`config.mk`:
```
export PLATFORM = sky130hd
export DESIGN_NAME = mem_wb
export DESIGN_NICKNAME = d
export VERILOG_FILES = /design/src/rtl/mem_wb_pkg.sv /design/src/rtl/mem_wb_load_align.sv /design/src/rtl/mem_wb.sv
export SDC_FILE = /design/constraint.sdc
export NUM_CORES = 1
export LEC_CHECK = 0
export CELL_PAD_IN_SITES_DETAIL_PLACEMENT = 1
export CELL_PAD_IN_SITES_GLOBAL_PLACEMENT = 2
export CORE_MARGIN = 1
export CORE_UTILIZATION = 23
export DETAILED_ROUTE_END_ITERATION = 12
export PLACE_DENSITY_LB_ADDON = 0.1
export REMOVE_ABC_BUFFERS = 1
export SYNTH_ARGS = -nofsm -noshare
export SYNTH_HDL_FRONTEND = slang
export SYNTH_HIERARCHICAL = 1
export SYNTH_SLANG_ARGS = --single-unit
```
`constraint.sdc`:
```
create_clock -name clk -period 1.6 [get_ports clk]
set_input_delay 0.24 -clock clk [delete_from_list [all_inputs] [get_ports clk]]
set_output_delay 0.24 -clock clk [all_outputs]
set_load 0.1 [all_outputs]
```
`src/rtl/mem_wb_pkg.sv`:
```
// mem_wb_pkg: shared constants and load-op encoding for the MEM/WB boundary
package mem_wb_pkg;
  localparam int DATA_W = 32;
  localparam int ADDR_W = 5;
  localparam logic RstEnable = 1'b1;
  localparam logic WriteEnable = 1'b1;
  localparam logic WriteDisable = 1'b0;
  localparam logic [DATA_W-1:0] ZeroWord = '0;
  localparam logic [ADDR_W-1:0] NOPRegAddr = '0;
  localparam int STALL_MEM = 4;
  localparam int STALL_WB = 5;
  typedef enum logic [2:0] {
    LOAD_NONE = 3'd0,
    LOAD_LB   = 3'd1,
    LOAD_LBU  = 3'd2,
    LOAD_LH   = 3'd3,
    LOAD_LHU  = 3'd4,
    LOAD_LW   = 3'd5,
    LOAD_LWL  = 3'd6,
    LOAD_LWR  = 3'd7
  } load_op_e;
endpackage

```
`src/rtl/mem_wb_load_align.sv`:
```
// load_align: big-endian load extraction, sign/zero extension and LWL/LWR merge
//   mem_load_op  : load kind (LOAD_* encoding)
//   mem_byte_off : effective address [1:0], offset 0 addresses bits 31:24
//   mem_rdata    : word from data memory
//   mem_wdata    : ALU result, or old rt value for LWL/LWR merges
//   aligned      : value destined for the register file
module load_align
  import mem_wb_pkg::*;
(
  input  logic [2:0]        mem_load_op,
  input  logic [1:0]        mem_byte_off,
  input  logic [DATA_W-1:0] mem_rdata,
  input  logic [DATA_W-1:0] mem_wdata,
  output logic [DATA_W-1:0] aligned
);
  logic [7:0]  w_byte;
  logic [15:0] w_half;
  logic        w_half_ok;
  // big-endian: byte k lives at bit 8*(3-k), and 3-k == ~k for two bits
  assign w_byte    = mem_rdata[{~mem_byte_off, 3'b000} +: 8];
  assign w_half    = mem_byte_off[1] ? mem_rdata[15:0] : mem_rdata[31:16];
  // misaligned halfword yields zero; the AdEL flush discards it anyway
  assign w_half_ok = ~mem_byte_off[0];
  always_comb begin
    aligned = mem_wdata;
    case (load_op_e'(mem_load_op))
      LOAD_LB:  aligned = {{24{w_byte[7]}}, w_byte};
      LOAD_LBU: aligned = {24'b0, w_byte};
      LOAD_LH:  aligned = w_half_ok ? {{16{w_half[15]}}, w_half} : ZeroWord;
      LOAD_LHU: aligned = w_half_ok ? {16'b0, w_half} : ZeroWord;
      LOAD_LW:  aligned = mem_rdata;
      LOAD_LWL: aligned = mem_byte_off == 2'd0 ? mem_rdata :
                          mem_byte_off == 2'd1 ? {mem_rdata[23:0], mem_wdata[7:0]} :
                          mem_byte_off == 2'd2 ? {mem_rdata[15:0], mem_wdata[15:0]} :
                                                 {mem_rdata[7:0], mem_wdata[23:0]};
      LOAD_LWR: aligned = mem_byte_off == 2'd0 ? {mem_wdata[31:8], mem_rdata[31:24]} :
                          mem_byte_off == 2'd1 ? {mem_wdata[31:16], mem_rdata[31:16]} :
                          mem_byte_off == 2'd2 ? {mem_wdata[31:24], mem_rdata[31:8]} :
                                                 mem_rdata;
      default:  aligned = mem_wdata;
    endcase
  end
endmodule

```
`src/rtl/mem_wb.sv`:
```
// mem_wb: MEM/WB pipeline register driving GPR, HI/LO and LL-bit state
//   clk, rst         : clock, synchronous active-high reset
//   stall, flush     : stall vector (bit 4 MEM, bit 5 WB) and exception flush
//   mem_*            : MEM-stage results, load control and LL/SC update
//   wb_we/waddr/wdata: register-file write port
//   wb_whilo/hi/lo   : HI/LO write port
//   llbit            : current LL bit
module mem_wb
  import mem_wb_pkg::*;
#(
  parameter int DW = DATA_W,
  parameter int AW = ADDR_W
) (
  input  logic          clk,
  input  logic          rst,
  input  logic [5:0]    stall,
  input  logic          flush,
  input  logic          mem_wreg,
  input  logic [AW-1:0] mem_wd,
  input  logic [DW-1:0] mem_wdata,
  input  logic [2:0]    mem_load_op,
  input  logic [1:0]    mem_byte_off,
  input  logic [DW-1:0] mem_rdata,
  input  logic          mem_whilo,
  input  logic [DW-1:0] mem_hi,
  input  logic [DW-1:0] mem_lo,
  input  logic          mem_llbit_we,
  input  logic          mem_llbit_value,
  output logic          wb_we,
  output logic [AW-1:0] wb_waddr,
  output logic [DW-1:0] wb_wdata,
  output logic          wb_whilo,
  output logic [DW-1:0] wb_hi,
  output logic [DW-1:0] wb_lo,
  output logic          llbit
);
  logic          r_we, r_whilo, r_llbit;
  logic [AW-1:0] r_waddr;
  logic [DW-1:0] r_wdata, r_hi, r_lo;
  logic [DW-1:0] w_aligned;
  logic          w_bubble, w_capture;
  logic          w_unused;
  assign w_unused  = ^stall[3:0];
  assign w_bubble  = stall[STALL_MEM] & ~stall[STALL_WB];
  assign w_capture = ~stall[STALL_MEM];
  load_align u_align (
    .mem_load_op (mem_load_op),
    .mem_byte_off(mem_byte_off),
    .mem_rdata   (mem_rdata),
    .mem_wdata   (mem_wdata),
    .aligned     (w_aligned)
  );
  always_ff @(posedge clk) begin
    if (rst == RstEnable || flush || w_bubble) begin
      r_we    <= WriteDisable;
      r_waddr <= NOPRegAddr;
      r_wdata <= ZeroWord;
      r_whilo <= WriteDisable;
      r_hi    <= ZeroWord;
      r_lo    <= ZeroWord;
    end else if (w_capture) begin
      r_we    <= mem_wreg;
      r_waddr <= mem_wd;
      r_wdata <= w_aligned;
      r_whilo <= mem_whilo;
      r_hi    <= mem_hi;
      r_lo    <= mem_lo;
    end
  end
  // a flushed LL/SC must not leave a reservation behind; bubbles and holds keep it
  always_ff @(posedge clk) begin
    if (rst == RstEnable || flush) r_llbit <= 1'b0;
    else if (w_capture && mem_llbit_we) r_llbit <= mem_llbit_value;
  end
  assign wb_we    = r_we;
  assign wb_waddr = r_waddr;
  assign wb_wdata = r_wdata;
  assign wb_whilo = r_whilo;
  assign wb_hi    = r_hi;
  assign wb_lo    = r_lo;
  assign llbit    = r_llbit;
endmodule

```
==> run summary <==
Vias per Instance -> 4.78
Rows -> 62
final worst path period share -> 96.8%
Worst Setup SP -> mem_load_op[2]
Tot Pwr -> 0.00782 W
count leader, synth -> nand2b_1
endpoints failing hold -> 0
relative slew slack -> 67.3%
Worst Setup EP -> wb_wdata[3]
cell taking the most area after synthesis -> dfxtp_1
Avg Inst Size Synth -> 8.51 um^2
GRT Max-Usage Layer -> met2
pin count of the biggest net entering global routing -> 53
Total Routing Usage GR -> 18.8%
CP startpoint kind -> input pin
post-synthesis mux area share -> 9.00%
status -> completed
post-synthesis sequential area ratio -> 30.8%
CTS Hold Bufs -> 0
Pwr Density -> 651 nW/um^2
r2r setup slk -> 850 ps
Core Region -> 28900 um^2
Wirelength per Cell -> 18.8 um
Final Cell Area -> 12000 um^2
Leak -> 4.42 nW
clk_skew -> 0 ps
top cells by area, synth -> dfxtp_1, nand2b_1, a21oi_2
number of global-route vias before repair -> 7428
DRC -> 0
port buffer count -> 250
vias -> 7250
fmax -> 646 MHz
M2 GR Usage -> 30.8%
count of flip-flops with a built-in enable after synthesis -> 0
Post-Synthesis Cells -> 796
Hold Path Class -> input pin to flip-flop
share of the synthesized area in the top cell type -> 30.8%
Final Critical Period -> 1550 ps
antenna diode count -> 0
clock root buffer master -> clkbuf_16
DRT iter0 DRCs -> 269
Filler Cell Count -> 3274
DP HPWL -> 21700 um
FF+latch count, synth -> 104
Primary FF master, synth -> dfxtp_1
Die Y-Extent -> 174 um
Die Area -> 30100 um^2
layout cells sized above 1 -> 38.1%
met1 Use GR -> 26.1%
Layout area overhead -> 77.3%
Crit Path Category -> input pin to flip-flop
Synth Warn # -> 6
Critical R2R Capture -> wb_wdata[2]
Netlist cell types -> 54
Post-synth ARST share -> 0%
final-report max-slew violation count -> 0
I/O Pins -> 255
multi-input logic area -> 4280 um^2
Reg area -> 2080 um^2
gr ovfl total -> 0
largest family of logic cells by synthesized area -> simple AND/OR/NAND/NOR gates
measured slew at the worst slew-check pin -> 490 ps
GPL Wtd Cong -> 0.828
Final Non-Filler Cells -> 1516
crit path DAT -> 1800 ps
R2R Path Start -> wb_wdata[2]
Post-Place Cells -> 1500
reg2reg path depth -> 2
nets -> 1279
clock latency on the worst-skew pair -> 360 ps
first-pass GRT wire length -> 44100 um
maximum fanout along the worst path -> 6
RSZ-0062 raised after global routing -> true
MaxCap Viol Count -> 0
VDD IR max -> 548 uV
met3 Track Usage GR -> 2.65%
Adder-Cell Fraction of Synth Area -> 0%
post-synthesis simple-gate area fraction -> 27.4%
clock sink count -> 104
Worst Setup End Kind -> flip-flop
placed standard-cell area -> 11600 um^2
Pre-antenna DRT Iters -> 8
synth cell count leaders -> nand2b_1, dfxtp_1, a21oi_1, a21oi_2, nand3_1
final setup fails -> 0
post-route ant nets -> 0
CTS tree -> built
initial antenna violation count -> 0
Synth Area in Compound Gates -> 25.0%
Reg clk slew, reported paths -> 80 ps
Die Wd -> 174 um
post-synthesis xor/xnor area fraction -> 0.129%
Initial Util -> 23.5%
Synth Cell Area -> 6770 um^2
# H-tree levels -> 3
total CTS buffers -> 9
Longest Clk Path Bufs -> 2
CP required -> 1850 ps
wirelength, routed -> 28500 um
[final cells by class]
type	instances	area share, %
multi-input combinational	612	35.7
clock inverter	5	0.427
sequential	104	17.3
inverter	1	0.0313
timing repair buffer	400	40.5
clock buffer	10	1.99
tap	384	4.00
[where the power goes]
group	internal [W]	total, W	switching [W]
combinational	0.00128	0.00279	0.00152
clock	0.00112	0.00227	0.00114
sequential	0.00267	0.00276	0.0000897
total	0.00507	0.00782	0.00275
[routing by layer]
layer	vias to the layer above	wire length (um)
li1	3534	-
met1	3504	13800
met2	196	13200
met3	16	1140
met4	0	286
met5	-	0
[cells by family (layout without fill, tap and decap cells)]
kind of cell,after synthesis,in the layout
compound gates,243,243
xor+xnor,1,1
buf+inv,80,416
flops,104,104
mux,55,55
simple gates,313,313
[layout by cell type (no fill, tap or decap), types with 4 or more instances in the layout]
cell	synthesis	final
a21oi_1	69	67
a21oi_2	69	71
a221oi_1	11	7
a221oi_2	0	4
a222oi_1	7	7
a22oi_1	12	8
a22oi_2	0	4
a31oi_1	10	10
buf_12	5	118
buf_4	7	131
buf_6	9	7
clkbuf_16	0	9
clkdlybuf4s50_1	0	130
dfxtp_1	104	104
dlymetal6s2s_1	0	7
mux2_2	19	18
mux2i_1	30	28
nand2_1	40	40
nand2b_1	105	105
nand3_1	69	69
nand3_2	40	40
nor2_1	33	33
nor2b_1	6	5
nor3_1	6	6
o211ai_1	12	12
o21ai_0	14	14
o21ai_1	17	16
o22ai_1	8	7
[worst min path at each step]
stage / to / slack, ps / from / cells past startpoint
after floorplan: wb_hi[20] / 380 / stall[4] / 2
after global placement: wb_lo[31] / 490 / wb_lo[31] / 2
after detailed placement: wb_wdata[13] / 510 / wb_wdata[13] / 2
after CTS: wb_hi[27] / 270 / stall[5] / 3
after global routing: wb_hi[27] / 280 / stall[5] / 3
final: wb_hi[31] / 270 / stall[5] / 3
[stage by stage]
stage          hold slack [ps]  TNS (ps)  utilization [%]  setup slack [ps]
2_1_floorplan              377   -151870                -             -1640
5_1_grt                    276     -3.67             41.6             -3.67
3_3_place_gp               493    -17980             40.1              -658
6_report                   273         0             41.6              51.2
4_1_cts                    266         0             41.1              2.33
3_5_place_dp               507    -19320             40.1              -737
[critical path: stages]
cell	delay, ps
clkdlybuf4s15_1	220
buf_6	160
and3b_1	180
a31oi_1	130
o21ai_1	110
buf_4	180
a2111o_1	420
nand2b_1	100
a21oi_2	50
[flip-flops by register name, indices dropped and copies added (netlist names)]
register and cells:
wb_lo 32, wb_we 1, wb_wdata 32, wb_hi 32
wb_whilo 1, llbit 1, wb_waddr 5
[repair_timing]
action	CTS	global route
setup buffers	0	1
resized for setup	11	35
setup endpoints to repair	32	30
pin swaps	1	3
No activity file was read; power rests on OpenSTA's default activity.
